### config.mk
export PLATFORM = sky130hd
export DESIGN_NAME = cosim_tick_scheduler
export DESIGN_NICKNAME = d
export VERILOG_FILES = /design/src/rtl/cosim_tick_scheduler.sv
export SDC_FILE = /design/constraint.sdc
export NUM_CORES = 1
export LEC_CHECK = 0
export ABC_CLOCK_PERIOD_IN_PS = 3700
export CORE_MARGIN = 8
export CORE_UTILIZATION = 47
export DETAILED_ROUTE_END_ITERATION = 16
export PLACE_DENSITY = 0.83
export RECOVER_POWER = 25
export SLEW_MARGIN = 15
export SYNTH_ARGS = -nofsm -noshare
export SYNTH_HDL_FRONTEND = slang
export SYNTH_SLANG_ARGS = --single-unit
### constraint.sdc
create_clock -name clk -period 3.7 [get_ports clk]
set_input_delay 0.37 -clock clk [delete_from_list [all_inputs] [get_ports clk]]
set_output_delay 0.37 -clock clk [all_outputs]
set_load 0.1 [all_outputs]
### src/rtl/cosim_tick_scheduler.sv
// Paces HDL-to-SystemC co-simulation ticks: start/stop/single-step, programmable gap,
// tick budget and a stall watchdog around each req/ack handshake.
module cosim_tick_scheduler #(
    parameter int unsigned PERIOD_W = 8,
    parameter int unsigned COUNT_W  = 32,
    parameter int unsigned TIMEOUT  = 1024
) (
    input  logic                clk,
    input  logic                rst,
    input  logic                start,
    input  logic                stop,
    input  logic                step,
    input  logic [PERIOD_W-1:0] period,
    input  logic [COUNT_W-1:0]  num_ticks,
    output logic                tick_req,
    input  logic                tick_ack,
    output logic [COUNT_W-1:0]  tick_count,
    output logic                busy,
    output logic                done,
    output logic                timeout_err
);

    localparam int unsigned WD_W = $clog2(TIMEOUT);
    localparam logic [WD_W-1:0] WD_LAST = WD_W'(TIMEOUT - 1);

    typedef enum logic [1:0] {StIdle, StGap, StReq, StDone} state_e;

    state_e               state_q, state_d;
    logic [COUNT_W-1:0]   count_q, count_d;
    logic [COUNT_W-1:0]   budget_q, budget_d;
    logic [PERIOD_W-1:0]  gap_q, gap_d;
    logic [WD_W-1:0]      wd_q, wd_d;
    logic                 last_q, last_d;
    logic                 timeout_q, timeout_d;
    logic [COUNT_W-1:0]   count_inc;

    assign count_inc = count_q + COUNT_W'(1);

    always_comb begin
        state_d   = state_q;
        count_d   = count_q;
        budget_d  = budget_q;
        gap_d     = gap_q;
        wd_d      = wd_q;
        last_d    = last_q;
        timeout_d = timeout_q;

        unique case (state_q)
            StIdle, StDone: begin
                // stop outranks start/step; step is only honoured from idle
                if (!stop) begin
                    if (start) begin
                        state_d   = StReq;
                        count_d   = '0;
                        budget_d  = num_ticks;
                        timeout_d = 1'b0;
                        last_d    = 1'b0;
                        wd_d      = '0;
                    end else if (step && state_q == StIdle) begin
                        state_d = StReq;
                        last_d  = 1'b1;
                        wd_d    = '0;
                    end
                end
            end
            StGap: begin
                if (stop) begin
                    state_d = StIdle;
                end else if (gap_q == '0) begin
                    state_d = StReq;
                    wd_d    = '0;
                end else begin
                    gap_d = gap_q - PERIOD_W'(1);
                end
            end
            StReq: begin
                // a stop never retracts the request; it only makes this tick the last
                if (stop) begin
                    last_d = 1'b1;
                end
                if (tick_ack) begin
                    count_d = count_inc;
                    wd_d    = '0;
                    if (budget_q != '0 && count_inc == budget_q) begin
                        state_d = StDone;
                    end else if (last_q || stop) begin
                        state_d = StIdle;
                    end else if (period > PERIOD_W'(1)) begin
                        state_d = StGap;
                        gap_d   = period - PERIOD_W'(2);
                    end
                end else if (wd_q == WD_LAST) begin
                    state_d   = StIdle;
                    timeout_d = 1'b1;
                end else begin
                    wd_d = wd_q + WD_W'(1);
                end
            end
            default: state_d = StIdle;
        endcase
    end

    always_ff @(posedge clk or negedge rst) begin
        if (!rst) begin
            state_q   <= StIdle;
            count_q   <= '0;
            budget_q  <= '0;
            gap_q     <= '0;
            wd_q      <= '0;
            last_q    <= 1'b0;
            timeout_q <= 1'b0;
        end else begin
            state_q   <= state_d;
            count_q   <= count_d;
            budget_q  <= budget_d;
            gap_q     <= gap_d;
            wd_q      <= wd_d;
            last_q    <= last_d;
            timeout_q <= timeout_d;
        end
    end

    always_comb begin
        tick_req    = (state_q == StReq);
        busy        = (state_q == StReq) || (state_q == StGap);
        done        = (state_q == StDone);
        tick_count  = count_q;
        timeout_err = timeout_q;
    end

endmodule

Word-level counts from Yosys, hierarchy flattened --
Index checks and enable logic that the tools add are counted.
Word-level totals: output and inout port bits 36, flip-flop bits (word level) 86
Operators by class: $lt $le $gt $ge 1, add/sub/neg operators 4, bitwise gates (word level) 1, reduce and logical (&&, ||, !) cells 17, multiplexer cells 40, equal/unequal tests 22
Operators by type and width (count):
- 2-to-1 mux 32 bit | 3
- 2-to-1 mux 10 bit | 7
- case mux 32 bit (2 select lines) | 1
- 2-to-1 mux 8 bit | 6
- adder 32 x 1 -> 32 bit (second input constant) | 1
- equality test 32 bit | 1
- nonzero test 32 bit | 1
- case mux 10 bit (3 select lines) | 1
- 2-to-1 mux 2 bit | 10
- inequality test 2 bit (second input constant) | 9
- case mux 8 bit (2 select lines) | 1
- AND reduction 5 bit | 3
- adder 10 x 1 -> 10 bit (second input constant) | 1
- equality test 10 bit (second input constant) | 1
- inequality test 3 bit (second input constant) | 3
- greater-than comparator 8 x 1 -> 1 bit (second input constant) | 1
- logical NOT 8 bit | 1
- 2-to-1 mux 1 bit | 8
- AND reduction 4 bit | 2
- subtractor 8 x 1 -> 8 bit (second input constant) | 1
- subtractor 8 x 2 -> 8 bit (second input constant) | 1
- AND reduction 7 bit | 1
- inequality test 2 x 1 -> 1 bit (second input constant) | 3
- case mux 2 bit (3 select lines) | 1
- other kinds (12) | 17

Depth between registers and ports, before layout --
word-level depth 6, gate-level depth with buffers 12

Least setup slack after synthesis --
Ideal clock, no wire load.
path kind register to register, start register count_q[0], in the netlist tick_count[0], end register state_q[1], cell stages (with the launch flop) 12, setup time 0.086 ns, buffers on the path 1, arrival 3.671 ns, setup slack -0.057 ns, path through dfrtp_1 > ha_1 > nand3_1 > nor4_4 > nand4_2 > or3_1 > a211o_1 > nor2_1 > and3b_1 > buf_6 > mux2_1 > nor3_1
On the way: word-level cells in the longest chain between the ends 6, elaborated cells on any way between the ends 8, classes of those cells 1 x add/sub; 2 x eq/ne; 3 x mux; 2 x reduce/logical
RTL lines:
- start: declaration | RTL line 29 | logic [COUNT_W-1:0] count_q, count_d;
- start signal: assignment | RTL line 114 | count_q <= count_d;
- adder 32 x 1 -> 32 bit * | RTL line 37 | assign count_inc = count_q + COUNT_W'(1);
- equality test 32 bit * | RTL line 84 | if (budget_q != '0 && count_inc == budget_q) begin
- logical AND 1 bit * | RTL line 84
- 2-to-1 mux 2 bit | RTL line 84
- 2-to-1 mux 2 bit | RTL line 81 | if (tick_ack) begin
- case mux 2 bit (3 select lines) | RTL line 48 | unique case (state_q)
- end signal: assignment | RTL line 105 | state_q <= StIdle;
- end signal: assignment | RTL line 113 | state_q <= state_d;
- end: declaration | RTL line 28 | state_e state_q, state_d;
Every way passes the cells marked *; elsewhere a longest branch is shown, timed or not. A chain may end at the register's enable or synchronous reset.

Worst setup path after layout --
start register count_q[12], in the netlist tick_count[12], end register gap_q[7]
On the way: word-level cells in the longest chain between the ends 5
RTL lines:
- adder 32 x 1 -> 32 bit | RTL line 37
- equality test 32 bit | RTL line 84
- logical AND 1 bit | RTL line 84
- inequality test 2 bit (no line)
- AND reduction 7 bit (no line)
- end signal: assignment | RTL line 116 | gap_q <= gap_d;
- end: declaration | RTL line 31 | logic [PERIOD_W-1:0] gap_q, gap_d;
No other way between the ends.

==> run_summary.xml <==
<?xml version="1.0" encoding="UTF-8"?>
<metrics>
  <group name="route">
    <metric name="remaining_antenna_violation_count" unit="">0</metric>
    <metric name="detailed_route_iter0_violations" unit="">529</metric>
    <metric name="drt-vias-per-instance" unit="">5.99</metric>
    <metric name="drt_pass1_iterations" unit="">5</metric>
    <metric name="wirelength" unit="mm">15.3</metric>
    <metric name="drt-wirelength-per-cell" unit="um">18.5</metric>
    <metric name="total_number_of_vias" unit="">4933</metric>
    <metric name="drt_drc_violations_left" unit="">0</metric>
  </group>
  <group name="sta">
    <metric name="fin_crit" unit="ps">3400</metric>
    <metric name="transition_time_at_the_pin_with_the_least_slew_margin" unit="ps">1700</metric>
    <metric name="final.setup_skew" unit="ps">8.04</metric>
    <metric name="setup_total_negative_slack" unit="ps">0</metric>
    <metric name="final.period_utilization" unit="">0.920</metric>
    <metric name="timing.max_slew.rel_slack" unit="">-0.130</metric>
    <metric name="fin_max_slew_vios" unit="">70</metric>
    <metric name="finalSetupViolations" unit="">0</metric>
    <metric name="fmaxAchievable" unit="GHz">0.294</metric>
    <metric name="timing.final.hold_violations" unit="">0</metric>
    <metric name="rsz_0062_raised_after_global_routing" unit="">false</metric>
  </group>
  <group name="synthesis">
    <metric name="post_synth_inst_count" unit="">604</metric>
    <metric name="synth_top_flop_cell" unit="">sky130_fd_sc_hd__dfrtp_1</metric>
    <metric name="synthMostInstantiatedCell" unit="">sky130_fd_sc_hd__dfrtp_1</metric>
    <metric name="synthesis.area" unit="sq mm">0.00544</metric>
    <metric name="synth_top_cells_by_area" unit="">sky130_fd_sc_hd__dfrtp_1, sky130_fd_sc_hd__mux2_2, sky130_fd_sc_hd__xnor2_1</metric>
    <metric name="yosys_warnings" unit="">0</metric>
    <metric name="yosys.area.top_type" unit="">sky130_fd_sc_hd__dfrtp_1</metric>
    <metric name="synthesis.nets" unit="">659</metric>
    <metric name="syn-mean-instance-area" unit="sq um">9.01</metric>
    <metric name="synth_cell_types" unit="">60</metric>
    <metric name="postSynthRegisterBits" unit="">86</metric>
    <metric name="synthDominantCellAreaShare" unit="">0.396</metric>
    <metric name="synth_enable_flop_cells" unit="">0</metric>
    <metric name="asyncSetResetFlopFracSynth" unit="">1.00</metric>
    <metric name="synth_commonest_cells" unit="">sky130_fd_sc_hd__dfrtp_1, sky130_fd_sc_hd__nand2_1, sky130_fd_sc_hd__nor2_1, sky130_fd_sc_hd__o21ai_0, sky130_fd_sc_hd__xnor2_1</metric>
    <metric name="synth_sequential_area_ratio" unit="">0.396</metric>
  </group>
  <group name="final_layout">
    <metric name="final_cell_area" unit="sq mm">0.00674</metric>
    <metric name="post_layout_nonfiller_instances" unit="">823</metric>
    <metric name="flow.area_growth_from_synthesis" unit="%">23.9</metric>
    <metric name="fraction_of_final_layout_cells_sized_beyond_drive_strength_1" unit="">0.119</metric>
    <metric name="insertedDiodeCount" unit="">0</metric>
    <metric name="design.final.nets" unit="">730</metric>
  </group>
  <group name="place">
    <metric name="globalplace.congestion" unit="">0.978</metric>
    <metric name="place_hpwl" unit="mm">11.2</metric>
    <metric name="placed_cells_incl_taps" unit="">807</metric>
    <metric name="placed_cell_area" unit="sq mm">0.00638</metric>
    <metric name="port_buffers" unit="">81</metric>
  </group>
  <group name="flow_run">
    <metric name="max_cap_violations" unit="">1</metric>
  </group>
  <group name="power_and_ir_drop">
    <metric name="total_leakage_power" unit="nW">2.64</metric>
    <metric name="irDropWorstVdd" unit="uV">762</metric>
    <metric name="power.total" unit="mW">4.28</metric>
    <metric name="power-per-cell-area" unit="mW/mm^2">635</metric>
  </group>
  <group name="critical_path">
    <metric name="critPathMaxStageDelay" unit="ps">630</metric>
    <metric name="worst_path_bufs_invs" unit="">2</metric>
    <metric name="timing.critical_path.from_type" unit="">register</metric>
    <metric name="crit_chain" unit="">nand4_1 -&gt; buf_4 -&gt; nor4_1 -&gt; nand2_1 -&gt; a211o_1 -&gt; a31oi_1 -&gt; nor4_1 -&gt; a21oi_1 -&gt; inv_1 -&gt; a221o_1</metric>
    <metric name="critical_path.slowest_cell" unit="">sky130_fd_sc_hd__nor4_1</metric>
    <metric name="critical-path-top-delay-family" unit="">compound AO/OA/AOI/OAI gates</metric>
    <metric name="critical-path-top-cell-by-count" unit="">sky130_fd_sc_hd__nor4_1</metric>
    <metric name="worstPathArrival" unit="ps">3630</metric>
    <metric name="critical_path_required" unit="ps">3930</metric>
    <metric name="critical_path_class" unit="">reg2reg</metric>
    <metric name="cp_max_fo" unit="">9</metric>
    <metric name="end_kind" unit="">register</metric>
    <metric name="regToRegSetupSlack" unit="ps">300</metric>
  </group>
  <group name="floorplan">
    <metric name="num_rows" unit="">39</metric>
    <metric name="floorplan.initialDensity" unit="">0.478</metric>
    <metric name="die_area" unit="sq mm">0.0153</metric>
    <metric name="placeableCoreArea" unit="sq mm">0.0114</metric>
    <metric name="die_wd" unit="um">124</metric>
    <metric name="die_height" unit="um">124</metric>
    <metric name="num_io_pins" unit="">82</metric>
  </group>
  <group name="min_path">
    <metric name="holdCritPathClass" unit="">in2async</metric>
  </group>
  <group name="grt">
    <metric name="gr-usage-met3" unit="">0.0526</metric>
    <metric name="grt_antenna_before_repair" unit="">0</metric>
    <metric name="global_route.peak_usage_layer" unit="">met2</metric>
    <metric name="via_count_of_the_first_global_routing_pass" unit="">5059</metric>
    <metric name="pin_count_of_the_biggest_net_entering_global_routing" unit="">70</metric>
    <metric name="global_route.usage.met1" unit="">0.263</metric>
    <metric name="grt_pass1_wl" unit="mm">25.2</metric>
    <metric name="global_route.usage.total" unit="">0.206</metric>
    <metric name="grt-ovfl-total" unit="">0</metric>
    <metric name="grt_util_met2" unit="">0.332</metric>
  </group>
  <group name="clocking">
    <metric name="max-clock-path-buffers" unit="">2</metric>
    <metric name="cts_inserted_buffers" unit="">9</metric>
    <metric name="clkTransAtPathRegs" unit="ps">70</metric>
    <metric name="clock_latency" unit="ps">340</metric>
    <metric name="ctsResizeCount" unit="">0</metric>
    <metric name="cts_hold_repair_buffers" unit="">0</metric>
    <metric name="cts_max_level" unit="">3</metric>
    <metric name="clockRootBuffer" unit="">sky130_fd_sc_hd__clkbuf_16</metric>
    <metric name="cts_tree" unit="">built</metric>
    <metric name="postCtsSetupRepairBufs" unit="">0</metric>
    <metric name="cts_sinks" unit="">86</metric>
  </group>
  <group name="status">
    <metric name="violated_checks" unit="">capacitance limit, slew limit</metric>
    <metric name="run_status" unit="">complete, but fails checks</metric>
  </group>
</metrics>
[through the flow]
stage	setup WS, ps	hold WS, ps	utilization
detailed placement	88.7	528	0.561
finish	296	460	0.593
floorplan	29.7	74.4	-
CTS	85.1	174	0.592
global route	29.8	557	0.593
global placement	254	518	0.561
[state kept, by name (all words and copies together), names as in the netlist]
signal,flops
gap_q,8
state_q,2
budget_q,32
wd_q,10
timeout_err,1
last_q,1
tick_count,32
[final cells by class]
cell class / instances / area, sq um
Clock buffer: 10 / 239
Clock inverter: 6 / 109
Fill cell: 966 / 4630
Multi-Input combinational cell: 467 / 3100
Sequential cell: 86 / 2150
Tap cell: 143 / 179
Timing Repair Buffer: 93 / 891
Inverter: 18 / 67.6
[kinds of logic (layout without fill, tap and decap cells)]
family / after synthesis / in the layout / synth area share
buffers and inverters: 51 / 127 / 0.0384
AO/OA/AOI/OAI: 117 / 117 / 0.133
AND/OR/NAND/NOR: 246 / 246 / 0.243
XOR/XNOR: 56 / 56 / 0.0902
multiplexers: 39 / 39 / 0.0793
adder cells (fa/ha/maj): 9 / 9 / 0.0207
flip-flops: 86 / 86 / 0.396
[where the power goes]
group,switching (mW),total [mW],internal [mW],leakage (nW)
clock,0.379,1.06,0.677,0.172
combinational,0.999,1.70,0.699,1.36
sequential,0.328,1.53,1.20,1.11
[layout by cell type (no fill, tap or decap), drive strengths merged, types with 3 or more instances in the layout]
| cell type | instances |
|---|---|
| a21o | 5 |
| a21oi | 23 |
| a22o | 3 |
| a31oi | 3 |
| and3 | 9 |
| buf | 14 |
| bufinv | 3 |
| clkbuf | 11 |
| clkdlybuf4s50 | 78 |
| clkinv | 3 |
| dfrtp | 86 |
| ha | 9 |
| inv | 18 |
| mux2 | 33 |
| mux2i | 6 |
| nand2 | 58 |
| nand2b | 8 |
| nand3 | 18 |
| nand4 | 26 |
| nand4b | 3 |
| nor2 | 54 |
| nor3 | 19 |
| nor3b | 6 |
| nor4 | 17 |
| o211ai | 3 |
| o21ai | 47 |
| o31ai | 13 |
| or3 | 10 |
| or4 | 3 |
| xnor2 | 39 |
| xor2 | 17 |
[worst register-to-register path: stages (launching register included)]
cell and delay [ps]:
sky130_fd_sc_hd__dfrtp_1 520, sky130_fd_sc_hd__nand4_1 200, sky130_fd_sc_hd__buf_4 200, sky130_fd_sc_hd__nor4_1 630
sky130_fd_sc_hd__nand2_1 240, sky130_fd_sc_hd__a211o_1 310, sky130_fd_sc_hd__a31oi_1 220, sky130_fd_sc_hd__nor4_1 90
sky130_fd_sc_hd__a21oi_1 440, sky130_fd_sc_hd__inv_1 100, sky130_fd_sc_hd__a221o_1 360
[worst paths after layout]
check | startpoint | end | depth (start not counted)
setup / recovery | tick_count[12]$_DFFE_PN0P_ | gap_q[7]$_DFFE_PN0P_ | 10
hold / removal | rst | wd_q[7]$_DFFE_PN0P_ | 1
setup reg to reg | tick_count[12]$_DFFE_PN0P_ | gap_q[7]$_DFFE_PN0P_ | 10
hold reg to reg | wd_q[0]$_DFFE_PN0P_ | wd_q[0]$_DFFE_PN0P_ | 1
max in group asynchronous | rst | tick_count[1]$_DFFE_PN0P_ | 1
min in group clk | wd_q[0]$_DFFE_PN0P_ | wd_q[0]$_DFFE_PN0P_ | 1
[per-layer routing]
metal	up-vias	part of all wire	wire [um]
met5	-	0	0
met4	0	0.014	218
met3	17	0.080	1220
met2	207	0.47	7230
met1	2379	0.43	6580
li1	2330	-	-
Power figures use the tool's default switching activity.
